===== src/rtl/mblock_stage_sequencer_if.sv =====
// Memory-block bus between the stage sequencer and the memory-block arbiter.
// The sequencer drives address/selector/req/write; the arbiter answers with ack.
interface mblock_stage_sequencer_if #(
   parameter int ADDR_WIDTH = 32,
   parameter int SEL_WIDTH  = 2
);
   logic [ADDR_WIDTH-1:0] mblock_address;
   logic [SEL_WIDTH-1:0]  mblock_selector;
   logic                  mblock_req;
   logic                  mblock_write;
   logic                  mblock_ack;

   modport master (
      output mblock_address, mblock_selector, mblock_req, mblock_write,
      input  mblock_ack
   );

   modport slave (
      input  mblock_address, mblock_selector, mblock_req, mblock_write,
      output mblock_ack
   );
endinterface


===== src/rtl/mblock_stage_sequencer.sv =====
// Memory-stage sequencer: walks one instruction through a fetch stage and up
// to NUM_SRC-1 operand stages, presenting a registered address/selector per
// stage and handshaking each one with the memory-block arbiter.
module mblock_stage_sequencer #(
   parameter int ADDR_WIDTH = 32,
   parameter int NUM_SRC    = 4,
   parameter int SEL_WIDTH  = 2
) (
   input  logic                            clk,
   input  logic                            reset_n,
   input  logic                            start,
   input  logic                            execute_from_brom,
   input  logic [NUM_SRC*ADDR_WIDTH-1:0]   address_src,
   input  logic [(NUM_SRC-1)*SEL_WIDTH-1:0] op_sel,
   input  logic [NUM_SRC-2:0]              op_stage_en,
   input  logic [NUM_SRC-2:0]              op_is_write,
   mblock_stage_sequencer_if.master        mb,
   output logic [NUM_SRC-1:0]              is_stage,
   output logic                            busy,
   output logic                            done
);
   localparam int IDX_W = (NUM_SRC > 2) ? $clog2(NUM_SRC) : 1;
   localparam logic [SEL_WIDTH-1:0] SEL_CONST = SEL_WIDTH'(3);

   typedef enum logic [1:0] {S_IDLE, S_STAGE, S_DONE} state_t;

   state_t                           state_q, state_d;
   logic [IDX_W-1:0]                 stg_q, stg_d;
   logic [ADDR_WIDTH-1:0]            addr_q, addr_d;
   logic [SEL_WIDTH-1:0]             sel_q, sel_d;
   logic                             req_q, req_d;
   logic                             wr_q, wr_d;
   logic [NUM_SRC-1:0]               is_q, is_d;
   logic                             busy_q, busy_d;
   logic                             done_q, done_d;
   logic [(NUM_SRC-1)*SEL_WIDTH-1:0] op_sel_q, op_sel_d;
   logic [NUM_SRC-2:0]               op_en_q, op_en_d;
   logic [NUM_SRC-2:0]               op_wr_q, op_wr_d;

   // Codes above CONST only exist for wide selectors; they fall back to RAM.
   function automatic logic [SEL_WIDTH-1:0] norm_sel(input logic [SEL_WIDTH-1:0] s);
      norm_sel = (32'(s) > 32'd3) ? '0 : s;
   endfunction

   // Successor-stage search; the fetch stage looks at the live op fields
   // because they are only latched on the very edge that leaves it.
   logic [(NUM_SRC-1)*SEL_WIDTH-1:0] sels;
   logic [NUM_SRC-2:0]               mask, wrs;
   logic                             nxt_found, nxt_wr, stage_done;
   logic [IDX_W-1:0]                 nxt_idx;
   logic [SEL_WIDTH-1:0]             nxt_sel;
   logic [ADDR_WIDTH-1:0]            nxt_addr;

   // Next-state and registered-output logic.
   always_comb begin
      state_d  = state_q;
      stg_d    = stg_q;
      addr_d   = addr_q;
      sel_d    = sel_q;
      req_d    = req_q;
      wr_d     = wr_q;
      is_d     = is_q;
      busy_d   = busy_q;
      done_d   = done_q;
      op_sel_d = op_sel_q;
      op_en_d  = op_en_q;
      op_wr_d  = op_wr_q;

      mask = (stg_q == '0) ? op_stage_en : op_en_q;
      sels = (stg_q == '0) ? op_sel      : op_sel_q;
      wrs  = (stg_q == '0) ? op_is_write : op_wr_q;

      nxt_found = 1'b0;
      nxt_idx   = '0;
      nxt_sel   = '0;
      nxt_wr    = 1'b0;
      nxt_addr  = '0;
      // Descending scan so the lowest enabled stage wins.
      for (int j = NUM_SRC - 1; j >= 1; j--) begin
         if (j > int'(stg_q) && mask[j-1]) begin
            nxt_found = 1'b1;
            nxt_idx   = IDX_W'(j);
            nxt_sel   = norm_sel(sels[(j-1)*SEL_WIDTH +: SEL_WIDTH]);
            nxt_wr    = wrs[j-1];
            nxt_addr  = address_src[j*ADDR_WIDTH +: ADDR_WIDTH];
         end
      end

      // A CONST stage has no request, so it completes on its own.
      stage_done = req_q ? mb.mblock_ack : 1'b1;

      case (state_q)
         S_IDLE: begin
            if (start) begin
               state_d = S_STAGE;
               stg_d   = '0;
               addr_d  = address_src[ADDR_WIDTH-1:0];
               sel_d   = {{(SEL_WIDTH-1){1'b0}}, execute_from_brom};
               req_d   = 1'b1;
               wr_d    = 1'b0;
               is_d    = NUM_SRC'(1);
               busy_d  = 1'b1;
            end
         end
         S_STAGE: begin
            if (stage_done) begin
               if (stg_q == '0) begin
                  op_sel_d = op_sel;
                  op_en_d  = op_stage_en;
                  op_wr_d  = op_is_write;
               end
               if (nxt_found) begin
                  stg_d  = nxt_idx;
                  addr_d = nxt_addr;
                  sel_d  = nxt_sel;
                  req_d  = (nxt_sel != SEL_CONST);
                  wr_d   = nxt_wr & (nxt_sel != SEL_CONST);
                  is_d   = NUM_SRC'(1) << nxt_idx;
               end else begin
                  state_d = S_DONE;
                  req_d   = 1'b0;
                  wr_d    = 1'b0;
                  is_d    = '0;
                  busy_d  = 1'b0;
                  done_d  = 1'b1;
               end
            end
         end
         S_DONE: begin
            state_d = S_IDLE;
            done_d  = 1'b0;
         end
         default: state_d = S_IDLE;
      endcase
   end

   // State register; reset abandons any in-flight transaction.
   always_ff @(posedge clk or negedge reset_n) begin
      if (!reset_n) begin
         state_q  <= S_IDLE;
         stg_q    <= '0;
         addr_q   <= '0;
         sel_q    <= '0;
         req_q    <= 1'b0;
         wr_q     <= 1'b0;
         is_q     <= '0;
         busy_q   <= 1'b0;
         done_q   <= 1'b0;
         op_sel_q <= '0;
         op_en_q  <= '0;
         op_wr_q  <= '0;
      end else begin
         state_q  <= state_d;
         stg_q    <= stg_d;
         addr_q   <= addr_d;
         sel_q    <= sel_d;
         req_q    <= req_d;
         wr_q     <= wr_d;
         is_q     <= is_d;
         busy_q   <= busy_d;
         done_q   <= done_d;
         op_sel_q <= op_sel_d;
         op_en_q  <= op_en_d;
         op_wr_q  <= op_wr_d;
      end
   end

   assign mb.mblock_address  = addr_q;
   assign mb.mblock_selector = sel_q;
   assign mb.mblock_req      = req_q;
   assign mb.mblock_write    = wr_q;
   assign is_stage           = is_q;
   assign busy               = busy_q;
   assign done               = done_q;
endmodule


===== src/flat_wrapper.sv =====
// flat-port wrapper written by rule: the top's interface ports become plain ports
module mblock_stage_sequencer_flat 
#(
   parameter int ADDR_WIDTH = 32,
   parameter int NUM_SRC    = 4,
   parameter int SEL_WIDTH  = 2
)
  (clk, reset_n, start, execute_from_brom, address_src, op_sel, op_stage_en, op_is_write, is_stage, busy, done, mb_mblock_address, mb_mblock_selector, mb_mblock_req, mb_mblock_write, mb_mblock_ack);
  mblock_stage_sequencer_if #(.ADDR_WIDTH(ADDR_WIDTH), .SEL_WIDTH(SEL_WIDTH)) mb_i ();
  input  logic clk;
  input  logic reset_n;
  input  logic start;
  input  logic execute_from_brom;
  input  logic [NUM_SRC*ADDR_WIDTH-1:0] address_src;
  input  logic [(NUM_SRC-1)*SEL_WIDTH-1:0] op_sel;
  input  logic [NUM_SRC-2:0] op_stage_en;
  input  logic [NUM_SRC-2:0] op_is_write;
  output logic [NUM_SRC-1:0] is_stage;
  output logic busy;
  output logic done;
  output wire logic [$bits(mb_i.mblock_address)-1:0] mb_mblock_address;
  output wire logic [$bits(mb_i.mblock_selector)-1:0] mb_mblock_selector;
  output wire logic [$bits(mb_i.mblock_req)-1:0] mb_mblock_req;
  output wire logic [$bits(mb_i.mblock_write)-1:0] mb_mblock_write;
  input wire logic [$bits(mb_i.mblock_ack)-1:0] mb_mblock_ack;
  assign mb_mblock_address = mb_i.mblock_address;
  assign mb_mblock_selector = mb_i.mblock_selector;
  assign mb_mblock_req = mb_i.mblock_req;
  assign mb_mblock_write = mb_i.mblock_write;
  assign mb_i.mblock_ack = mb_mblock_ack;
  mblock_stage_sequencer #(.ADDR_WIDTH(ADDR_WIDTH), .NUM_SRC(NUM_SRC), .SEL_WIDTH(SEL_WIDTH)) u_core (.clk(clk), .reset_n(reset_n), .start(start), .execute_from_brom(execute_from_brom), .address_src(address_src), .op_sel(op_sel), .op_stage_en(op_stage_en), .op_is_write(op_is_write), .mb(mb_i), .is_stage(is_stage), .busy(busy), .done(done));
endmodule

===== config.mk =====
export PLATFORM = sky130hd
export DESIGN_NAME = mblock_stage_sequencer_flat
export DESIGN_NICKNAME = d
export VERILOG_FILES = /design/src/rtl/mblock_stage_sequencer_if.sv /design/src/rtl/mblock_stage_sequencer.sv /design/src/flat_wrapper.sv
export SDC_FILE = /design/constraint.sdc
export NUM_CORES = 1
export LEC_CHECK = 0
export ABC_AREA = 0
export CAP_MARGIN = 30
export CORE_AREA = 2 2 99 101
export CTS_CLUSTER_DIAMETER = 100
export DETAILED_ROUTE_END_ITERATION = 10
export DIE_AREA = 0 0 101 103
export GPL_TIMING_DRIVEN = 0
export PLACE_DENSITY = 0.8
export RECOVER_POWER = 100
export SLEW_MARGIN = 15
export SYNTH_ARGS = -nofsm -noshare
export SYNTH_HDL_FRONTEND = slang
export SYNTH_SLANG_ARGS = --single-unit

===== constraint.sdc =====
create_clock -name clk -period 2.2 [get_ports clk]
set_input_delay 0.22 -clock clk [delete_from_list [all_inputs] [get_ports clk]]
set_output_delay 0.22 -clock clk [all_outputs]
set_load 0.05 [all_outputs]

* Yosys cells after proc, flatten, opt, wreduce, memory -nomap -nowiden
Cells that the tools add are included.
** Cells by class
- $lt $le $gt $ge :: 3
- Eq/ne operators :: 7
- Shift operators :: 1
- Multiplexer cells :: 53
- Bitwise operators :: 1
- Reductions and logical operators :: 13
** Operators with widths (number)
- 32-bit 2-to-1 mux :: 6
- 32-bit case mux with 2 select lines :: 1
- 2-bit 2-to-1 mux :: 15
- 1-bit 2-to-1 mux :: 17
- 4-bit 2-to-1 mux :: 3
- 2-bit case mux with 2 select lines :: 3
- 3-bit AND reduction :: 3
- 1-bit case mux with 2 select lines :: 4
- 4-bit case mux with 2 select lines :: 1
- 4-bit AND reduction :: 2
- 3-bit 2-to-1 mux :: 2
- 6-bit 2-to-1 mux :: 1
- 2-bit != test (second input constant) :: 3
- 2-bit > comparator (first input constant) :: 2
- 2-bit zero test :: 2
- 2-bit by 1-bit != test with 1-bit output (second input constant) :: 2
- 2-bit nonzero test :: 2
- 1-bit by 2-bit left shift with 4-bit output (first input constant) :: 1
- 1-bit logical AND :: 3
- 2-bit by 1-bit == test with 1-bit output (second input constant) :: 1
- 2-bit == test (second input constant) :: 1
- 1-bit by 2-bit > comparator with 1-bit output (first input constant) :: 1
- 2-bit AND reduction :: 1
- 1-bit AND :: 1
** Word-level totals
- Register bits after elaboration :: 58
- Output and inout port bits :: 42
- Logic and storage cells :: 90

* Depth between registers and ports, before layout
Gate-level depths: netlist of run 1.
- Depth in word-level cells :: 11
- Mapped depth :: 9
- Depth with buffers taken out :: 5

* Worst setup path before layout of run 1
Ideal clock, no wire load.
- Path type :: reg-to-reg
- From :: register u_core.req_q (netlist: u_core.mb.mblock_req)
- To :: register u_core.stg_q[0]
- Data arrival time :: 1761 ps
- Required time :: 2075 ps
- Path slack :: 314 ps
- Cell stages (with the launch flop) :: 6
- Buffers on the path :: 1
- Clock period less this slack :: 1886 ps
- Cells stage by stage :: dfrtp_1 nor2b_1 a211oi_2 o21a_1 buf_4 mux2_2
** Between the ends
- Cells in the longest elaborated chain, start to end :: 3
** RTL lines
- start: declaration :: line mblock_stage_sequencer.sv:31 : logic req_q, req_d;
- start signal: assignment :: line mblock_stage_sequencer.sv:157 : req_q <= req_d;
- 1-bit 2-to-1 mux :: line mblock_stage_sequencer.sv:90 : stage_done = req_q ? mb.mblock_ack : 1'b1;
- 2-bit by 1-bit != test with 1-bit output (no line)
- 4-bit AND reduction (no line)
- end signal: assignment :: line mblock_stage_sequencer.sv:154 : stg_q <= stg_d;
- end: declaration :: line mblock_stage_sequencer.sv:28 : logic [IDX_W-1:0] stg_q, stg_d;
Every way passes these cells.
A chain may end at the register's enable or synchronous reset.

* Worst setup path after layout of run 1
- From :: register u_core.stg_q[1]
- To :: register u_core.wr_q (netlist: u_core.mb.mblock_write)
** Between the ends
- Cells in the longest elaborated chain, start to end :: 11
- Elaborated cells between the ends (all ways) :: 24
** RTL lines
- 2-bit zero test :: line mblock_stage_sequencer.sv:69, mblock_stage_sequencer.sv:70, mblock_stage_sequencer.sv:71
- 3-bit 2-to-1 mux :: line mblock_stage_sequencer.sv:69 : mask = (stg_q == '0) ? op_stage_en : op_en_q;
- 1-bit logical AND :: line mblock_stage_sequencer.sv:80 : if (j > int'(stg_q) && mask[j-1]) begin
- 2-bit 2-to-1 mux (3 in series) :: line mblock_stage_sequencer.sv:80
- 2-bit != test :: line mblock_stage_sequencer.sv:117 : wr_d = nxt_wr & (nxt_sel != SEL_CONST);
- 1-bit AND :: line mblock_stage_sequencer.sv:117
- 1-bit 2-to-1 mux (*) :: line mblock_stage_sequencer.sv:112 : if (nxt_found) begin
- 1-bit 2-to-1 mux (*) :: line mblock_stage_sequencer.sv:106 : if (stage_done) begin
- 1-bit case mux with 2 select lines (*) :: line mblock_stage_sequencer.sv:92 : case (state_q)
- end signal: assignment :: line mblock_stage_sequencer.sv:158 : wr_q <= wr_d;
- end: declaration :: line mblock_stage_sequencer.sv:32 : logic wr_q, wr_d;
Mark *: on every way between the ends. The rest lies on a longest branch, timed or not. The select of a mux whose other input is x is not followed.

==> qor.csv, run 1 <==
metric,value,unit
status,"finished, final reports clean",
hpwl,10.1,mm
r2r_end,u_core.mb.mblock_write$_DFFE_PN0P_,
crit_family,compound AO/OA/AOI/OAI gates,
synth-main-ff-cell,dfrtp_1,
worst-path-stages,6,
place_area,0.00573,sq mm
insertion_delay,0.32,ns
clock-sinks,54,
dr_total_vias,4025,
htree_num_levels,2,
synth_top_area_share,36.1,%
antenna_found_initial,0,
peakVddDrop,0.929,mV
rows,36,
cp-startpoint,u_core.stg_q[1]$_DFFE_PN0P_,
clock_path_buffers,2,
ys_seq_area_share,36.1,%
design_power_total,8.76,mW
slowest_stage,dfrtp_1,
critPathMaxStageDelay,0.39,ns
cts.repair.resized,0,
area_growth,56.0,%
min_path_type,input port to flip-flop,
crit_required,2.41,ns
ctsRootBufferMaster,clkbuf_8,
grt_max_degree,55,
n_antenna_cell,0,
r2r_cells,6,
crit_buf_inv,1,
drive_gt1_share,11.3,%
wire_per_inst,18.6,um
synth-seq-cells,54,
syn_area,0.00374,sq mm
cp-endpoint,u_core.mb.mblock_write$_DFFE_PN0P_,
finClkSkew,0.00593,ns
cts_tree,yes,
drv_slew,0,
critPathKind,flip-flop to flip-flop,
grt-ovfl-total,0,
cp-end-kind,flip-flop,
power_density,1500,mW/mm^2
die-area,0.0104,sq mm
synth_area_leader_cell,dfrtp_1,
grt_pass1_vias,4215,
reg2reg_from,u_core.stg_q[1]$_DFFE_PN0P_,
avgViaCountPerCell,5.63,
multi_input_area,0.00210,sq mm
min_path_cells,3,
rrSetupSlack,0.17,ns
finalSetupViolCount,0,
tightest_slew,1.40,ns
hold_viol,0,
dpl_worst_slack,0.0901,ns
syn_inst,409,
path_cells,buf_6 -> nor2_1 -> mux2i_1 -> o221ai_1 -> o211ai_1 -> a32o_1,
drtAntennaViolNets,0,
routabilityCongestion,0.844,
hold_buffers,1,
drtPass1Iterations,4,
routed_wl,13.3,mm
core_area,0.00946,sq mm
rsz0062_at_grt,false,
grt_pass1_wl,20.6,mm
slew_headroom,6.63,%
finalNonFillerCells,715,
seqCellArea,0.00135,sq mm
cts_buffers,5,
synth_edf_count,0,
cp-start-kind,flip-flop,
fmax,0.492,GHz
post_cts_buffers,0,
final_net_count,746,
period_needed,2.03,ns
avgSynthCellArea,9.16,sq um
maxCapViolCount,0,
pin_count,187,
setup_slack,0.168,ns
async_flop_share,100,%
drcViolationCount,0,
period_share,92.4,%
port_buffers,184,
critPathMaxFanout,10,
power.leakage,2.28,nW
dp_cells,707,
grt_usage,25.2,%
synthTopCellsByArea,"dfrtp_1, o211ai_2, a2bb2oi_1",
post-route-cell-area,0.00584,sq mm
path_clk_slew,0.10,ns
die_width,101,um
yosysWarningCount,0,
first_iter_violations,118,
fp.dieH,103,um
initial_core_util,39.6,%
fill_cells,814,
syn-num-nets,554,
cp_data_arrival_time,2.24,ns
hold_ws,0.406,ns
synth_cell_types,45,
sequential cells by signal, summed over array words and instances (netlist names):
signal,count
u_core.mb.mblock_write,1
u_core.stg_q,2
u_core.state_q,2
u_core.mb.mblock_req,1
u_core.mb.mblock_address,32
u_core.busy,1
u_core.mb.mblock_selector,2
u_core.is_stage,4
u_core.op_sel_q,4
u_core.op_wr_q,2
u_core.op_en_q,2
u_core.done,1
kinds of logic (layout without fill, tap and decap cells):
group / count (synthesis) / after routing / share of synthesized area [%]
AOI/OAI and AO/OA: 192 / 192 / 41.4
buffers and inverters: 50 / 242 / 7.78
DFF: 54 / 54 / 36.1
muxes: 8 / 8 / 2.34
and+or+nand+nor: 105 / 105 / 12.4
worst min path at each step:
stage / start / to / slack (ns)
2_1_floorplan: reset_n / u_core.busy$_DFFE_PN0P_ / -0.08
3_3_place_gp: u_core.op_wr_q[2]$_DFFE_PN0P_ / u_core.op_wr_q[2]$_DFFE_PN0P_ / 0.47
3_5_place_dp: reset_n / u_core.mb.mblock_address[5]$_DFFE_PN0P_ / 0.32
4_1_cts: op_stage_en[0] / u_core.is_stage[2]$_DFFE_PN0P_ / 0.40
5_1_grt: op_stage_en[0] / u_core.is_stage[2]$_DFFE_PN0P_ / 0.43
6_report: op_stage_en[0] / u_core.is_stage[2]$_DFFE_PN0P_ / 0.41
area by class of cell:
class	count	area share [%]
Multi-Input combinational cell	305	35.9
Sequential cell	54	23.1
Clock inverter	1	0.514
Buffer	48	4.80
Clock buffer	6	1.41
Inverter	2	0.129
Tap cell	114	2.44
Timing Repair Buffer	185	31.6
where the power goes:
group | leakage, nW | internal (mW) | switching (mW)
logic | 1.59 | 2.33 | 3.90
clock network | 0.0573 | 0.365 | 0.354
registers | 0.634 | 1.52 | 0.291
total | 2.28 | 4.22 | 4.55
through the flow:
step                      utilization, %  TNS (ns)
after CTS                           61.8         0
after global placement              60.6    -39.86
final                               61.7         0
after detailed placement            60.5         0
after global routing                61.7         0
after floorplan                        -         0
synthesized netlist by cell type (4+ instances only):
| cell | instances |
|---|---|
| dfrtp_1 | 54 |
| nor2_1 | 45 |
| nand2_1 | 39 |
| a21oi_1 | 37 |
| a31oi_1 | 34 |
| a2bb2oi_1 | 32 |
| o2bb2ai_1 | 32 |
| o211ai_2 | 29 |
| clkbuf_1 | 20 |
| buf_2 | 14 |
| buf_6 | 10 |
| o211ai_1 | 5 |
| mux2_2 | 4 |
| o21a_1 | 4 |
metal layers:
layer  GRT usage, %  up-vias  part of all wire (%)
met1           31.0     1900                    41
met5              0        -                     0
met4           8.63        0                   1.8
met2           44.6      164                    50
met3           4.75       20                   7.1
li1               -     1941                     -
worst register-to-register path: stages, from the launching register on:
cell	delay, ns
dfrtp_1	0.39
buf_6	0.14
nor2_1	0.37
mux2i_1	0.18
o221ai_1	0.35
o211ai_1	0.21
a32o_1	0.29
cell usage in the layout, fill, tap and decap left out, drive strengths merged, types with 2 or more instances in the layout:
master,n
clkdlybuf4s50,141
dfrtp,54
nor2,46
dlygate4sd3,43
nand2,39
a21oi,37
a31oi,34
o211ai,34
a2bb2oi,32
o2bb2ai,32
clkbuf,32
buf,23
mux2,6
o21a,4
nand2b,3
nor2b,3
nor3,3
o21ai,3
a32o,3
and2,2
a21o,2
mux2i,2
inv,2
a22oi,2
o221ai,2
Power figures use the tool's default switching activity.
==> run 2: changes to the inputs <==
--- a/config.mk
+++ b/config.mk
@@ -6,13 +6,13 @@
 export NUM_CORES = 1
 export LEC_CHECK = 0
 export ABC_AREA = 0
+export ABC_CLOCK_PERIOD_IN_PS = 2200
 export CAP_MARGIN = 30
-export CORE_AREA = 2 2 99 101
+export CORE_AREA = 2 2 115 117
 export CTS_CLUSTER_DIAMETER = 100
 export DETAILED_ROUTE_END_ITERATION = 10
-export DIE_AREA = 0 0 101 103
+export DIE_AREA = 0 0 117 119
 export GPL_TIMING_DRIVEN = 0
-export PLACE_DENSITY = 0.8
 export RECOVER_POWER = 100
 export SLEW_MARGIN = 15
 export SYNTH_ARGS = -nofsm -noshare
==> run 2 against run 1 <==
Compared with the run above: utilization decreased by 15 points; power increased by 4.1%; combinational power about the same; worst hold slack got worse by 0.16 ns; sequential power about the same; first-iteration DRC count increased by 100%; critical path type unchanged.
==> qor.csv, run 2 (same netlist as run 1, synthesis figures left out) <==
metric,value,unit
crit_family,compound AO/OA/AOI/OAI gates,
rsz0062_at_grt,false,
p_int,4.53,mW
routed_wl,14.1,mm
met1Wirelength,6.29,mm
rows,42,
path_clk_slew,0.08,ns
final_common_cell,clkdlybuf4s50_1,
antenna_found_initial,0,
die-area,0.0139,sq mm
post-route-cell-area,0.00599,sq mm
clock-sinks,54,
critPathMaxStageDelay,0.39,ns
drcViolationCount,0,
fill_cells,1227,
place_area,0.00580,sq mm
cts.repair.resized,0,
rrSetupSlack,0.14,ns
top_layer_used,met4,
port_buffers,184,
drtAntennaViolNets,0,
pin_count,187,
setup_tns,0,ns
crit_buf_inv,2,
insertion_delay,0.30,ns
fin_util,46.5,%
wl_met3,769,um
grt-ovfl-total,0,
period_needed,2.06,ns
hpwl,11.0,mm
cts_buffers,5,
clock_path_buffers,2,
drv_slew,0,
drtPass1Iterations,4,
power.leakage,2.31,nW
worst-path-stages,7,
fmax,0.485,GHz
grt_pass1_wl,21.8,mm
p_switching,4.59,mW
finalSetupViolCount,0,
seqPwrFrac,19.8,%
hold_ws,0.241,ns
routabilityCongestion,0.855,
grt_max_degree,55,
initial_core_util,29.1,%
r2r_cells,7,
drive_gt1_share,11.5,%
wire_per_inst,18.2,um
cp-end-kind,flip-flop,
hold_viol,0,
r2r_end,u_core.mb.mblock_write$_DFFE_PN0P_,
avgViaCountPerCell,5.14,
final_net_count,745,
ctsRootBufferMaster,clkbuf_16,
grt_pass1_vias,4089,
htree_num_levels,2,
min_path_type,input port to asynchronous set/reset pin,
comb_power_share,68.5,%
first_iter_violations,238,
slowest_stage,dfrtp_1,
finClkSkew,0.00969,ns
crit_required,2.39,ns
peakVddDrop,0.698,mV
largest_reg_flops,32,
final_cell_mix,"clkdlybuf4s50_1, dfrtp_1, nor2_1, dlygate4sd3_1, nand2_1",
critPathMaxFanout,10,
period_share,93.7,%
path_cells,buf_6 -> buf_2 -> nor3b_1 -> o32ai_1 -> a31oi_1 -> o211ai_1 -> a32o_1,
core_area,0.0129,sq mm
power_density,1520,mW/mm^2
die_width,117,um
critPathKind,flip-flop to flip-flop,
dr_total_vias,3996,
cts_tree,yes,
tightest_slew,1.43,ns
clkPwrFrac,11.7,%
cp-start-kind,flip-flop,
status,"finished, final reports clean",
maxCapViolCount,0,
n_antenna_cell,0,
grt_usage,20.1,%
slew_headroom,4.66,%
cp_data_arrival_time,2.25,ns
reg2reg_from,u_core.stg_q[0]$_DFFE_PN0P_,
area_growth,60.0,%
swShare,50.4,%
post_cts_buffers,0,
fp.dieH,119,um
met2_length,6.87,mm
hold_buffers,0,
run 2: worst register-to-register path, cell delays in order, from the launching register on:
cell      delay, ns
dfrtp_1        0.39
buf_6          0.14
buf_2          0.18
nor3b_1        0.27
o32ai_1        0.14
a31oi_1        0.33
o211ai_1       0.20
a32o_1         0.30
run 2: worst max-delay path by stage:
stage | from | endpoint
after floorplan | u_core.mb.mblock_req$_DFFE_PN0P_ | u_core.stg_q[0]$_DFFE_PN0P_
after global placement | reset_n | u_core.mb.mblock_address[22]$_DFFE_PN0P_
after detailed placement | op_stage_en[2] | u_core.mb.mblock_write$_DFFE_PN0P_
after CTS | u_core.stg_q[0]$_DFFE_PN0P_ | u_core.mb.mblock_write$_DFFE_PN0P_
after global routing | u_core.stg_q[0]$_DFFE_PN0P_ | u_core.mb.mblock_write$_DFFE_PN0P_
final | u_core.stg_q[0]$_DFFE_PN0P_ | u_core.mb.mblock_write$_DFFE_PN0P_
run 2: stage by stage:
stage          power [mW]  cells  worst slack, ns
3_5_place_dp         8.30    769           0.0302
4_1_cts              9.38    777            0.125
6_report             9.12    777            0.139
2_1_floorplan        6.29    409            0.314
5_1_grt              9.74    777          0.00713
3_3_place_gp         8.20    769           -0.853
run 2: final cells by class:
class / instances / area, sq um / area share [%]
multi-input combinational: 305 / 2100 / 35.0
tap: 176 / 220 / 3.68
timing repair buffer: 184 / 1840 / 30.7
clock inverter: 2 / 60.1 / 1.00
inverter: 2 / 7.51 / 0.125
sequential: 54 / 1350 / 22.6
buffer: 48 / 277 / 4.62
clock buffer: 6 / 139 / 2.32
run 2: layer usage:
layer,GRT usage (%),up-vias
li1,-,1951
met1,26.5,1902
met2,34.3,127
met3,3.36,16
met4,4.63,0
met5,0,-
run 2: power groups by stage:
stage	Combinational [mW]	Clock, mW	Sequential (mW)
floorplan	3.15	0	3.13
global placement	6.38	0	1.83
detailed placement	6.45	0	1.85
CTS	6.47	1.08	1.83
global route	6.75	1.12	1.88
finish	6.24	1.07	1.81
==> run 3: changes to the inputs <==
--- a/config.mk
+++ b/config.mk
@@ -6,13 +6,14 @@
 export NUM_CORES = 1
 export LEC_CHECK = 0
 export ABC_AREA = 0
-export ABC_CLOCK_PERIOD_IN_PS = 2200
-export CAP_MARGIN = 30
+export ABC_CLOCK_PERIOD_IN_PS = 2400
+export CAP_MARGIN = 20
 export CORE_AREA = 2 2 115 117
 export CTS_CLUSTER_DIAMETER = 100
 export DETAILED_ROUTE_END_ITERATION = 10
 export DIE_AREA = 0 0 117 119
 export GPL_TIMING_DRIVEN = 0
+export PLACE_DENSITY = 0.72
 export RECOVER_POWER = 100
 export SLEW_MARGIN = 15
 export SYNTH_ARGS = -nofsm -noshare
==> constraint.sdc (replaced) <==
create_clock -name clk -period 2.4 [get_ports clk]
set_input_delay 0.24 -clock clk [delete_from_list [all_inputs] [get_ports clk]]
set_output_delay 0.24 -clock clk [all_outputs]
set_load 0.05 [all_outputs]
==> run 3 against run 2 <==
Compared with the run above: first-iteration DRC count grew 5.9%; critical path depth is 1 higher; clock power fell by 31%; final area decreased by 1.8%; critical path type unchanged; largest cell class unchanged.
==> qor.csv, run 3 (same netlist as run 1, synthesis figures left out) <==
metric,value,unit
status,"finished, final reports clean",
core_area,0.0129,sq mm
place_area,0.00580,sq mm
dp_cells,769,
critPathKind,flip-flop to flip-flop,
finalSetupViolCount,0,
cp-start-kind,flip-flop,
drive_gt1_share,9.32,%
hold_viol,0,
first_iter_violations,252,
power.leakage,2.25,nW
drv_slew,0,
period_needed,2.16,ns
clock-sinks,54,
maxCapViolCount,0,
fill_cells,1270,
post_cts_buffers,0,
final_net_count,745,
cts.repair.resized,0,
finalNonFillerCells,777,
dr_total_vias,4045,
peakVddDrop,0.658,mV
avgViaCountPerCell,5.21,
routed_wl,13.8,mm
grt-ovfl-total,0,
multi_input_area,0.00204,sq mm
cts_tree,yes,
area_growth,57.0,%
initial_core_util,29.1,%
path_cells,nor2b_1 -> clkbuf_1 -> nand2_1 -> o21a_1 -> buf_4 -> clkbuf_2 -> buf_6 -> a31oi_1,
crit_required,2.61,ns
tightest_slew,1.37,ns
drcViolationCount,0,
finClkSkew,0.00767,ns
htree_num_levels,2,
cts_buffers,5,
die_width,117,um
path_clk_slew,0.07,ns
rows,42,
seqCellArea,0.00135,sq mm
ctsRootBufferMaster,clkbuf_16,
hpwl,10.8,mm
min_path_type,input port to asynchronous set/reset pin,
port_buffers,184,
slowest_stage,dfrtp_1,
grt_usage,19.5,%
slew_headroom,8.36,%
critPathMaxFanout,10,
cp_data_arrival_time,2.37,ns
grt_pass1_vias,4184,
largest_reg_flops,32,
fp.dieH,119,um
routabilityCongestion,0.879,
die-area,0.0139,sq mm
wire_per_inst,17.8,um
n_antenna_cell,0,
cp-end-kind,flip-flop,
period_share,90.1,%
final_cell_mix,"clkdlybuf4s50_1, dfrtp_1, nor2_1, dlygate4sd3_1, nand2_1",
fin_util,45.7,%
post-route-cell-area,0.00588,sq mm
drtAntennaViolNets,0,
critPathMaxStageDelay,0.48,ns
grt_pass1_wl,21.5,mm
setup_tns,0,ns
insertion_delay,0.29,ns
grt_max_degree,55,
clock_path_buffers,2,
antenna_found_initial,0,
hold_buffers,0,
rsz0062_at_grt,false,
final_common_cell,clkdlybuf4s50_1,
power_density,1370,mW/mm^2
hold_ws,0.256,ns
fmax,0.463,GHz
pin_count,187,
drtPass1Iterations,4,
## run 3: layout make-up
type | count | area share, %
plain buffers | 48 | 4.64
clock buffers | 7 | 2.43
clock inverters | 1 | 0.0851
inverters | 2 | 0.128
multi-input cells | 305 | 34.8
flip-flops and latches | 54 | 23.0
well taps | 176 | 3.74
repair buffers | 184 | 31.2
## run 3: per-stage QoR
stage	worst slack [ns]	total power [mW]
floorplan	0.514	5.76
detailed placement	0.214	7.58
global placement	-0.575	7.46
CTS	0.340	8.33
finish	0.238	8.03
global route	0.121	8.58
## run 3: worst max-delay path, delay by kind of cell, from the launching register on
| kind | cells | cell delay, ns |
|---|---|---|
| AO/OA/AOI/OAI | 2 | 0.35 |
| flip-flops | 1 | 0.48 |
| buffers and inverters | 4 | 0.96 |
| AND/OR/NAND/NOR | 2 | 0.29 |
## run 3: power by group
| part | switching, mW | internal (mW) |
|---|---|---|
| clock | 0.325 | 0.415 |
| combinational | 3.55 | 2.09 |
| sequential | 0.261 | 1.40 |
| total | 4.13 | 3.90 |
## run 3: per-layer routing
layer | global-route usage (%) | wire length, um | part of all wire (%)
met3 | 2.85 | 726 | 5.3
met5 | 0 | 0 | 0
met4 | 4.85 | 281 | 2.0
met1 | 25.3 | 6010 | 44
met2 | 33.8 | 6800 | 49
## run 3: path summary, 6_finish.rpt
| kind | startpoint | end | slack [ns] | depth (start not counted) |
|---|---|---|---|---|
| max | u_core.state_q[0]$_DFFE_PN0P_ | u_core.mb.mblock_address[3]$_DFFE_PN0P_ | 0.24 | 8 |
| min reg2reg | u_core.op_wr_q[2]$_DFFE_PN0P_ | u_core.op_wr_q[2]$_DFFE_PN0P_ | 0.49 | 2 |
| min | reset_n | u_core.mb.mblock_address[30]$_DFFE_PN0P_ | 0.26 | 1 |
| min in group clk | op_stage_en[0] | u_core.is_stage[2]$_DFFE_PN0P_ | 0.48 | 3 |
| max in group asynchronous | reset_n | u_core.op_en_q[2]$_DFFE_PN0P_ | 1.31 | 1 |
| max reg2reg | u_core.state_q[0]$_DFFE_PN0P_ | u_core.mb.mblock_address[3]$_DFFE_PN0P_ | 0.24 | 8 |
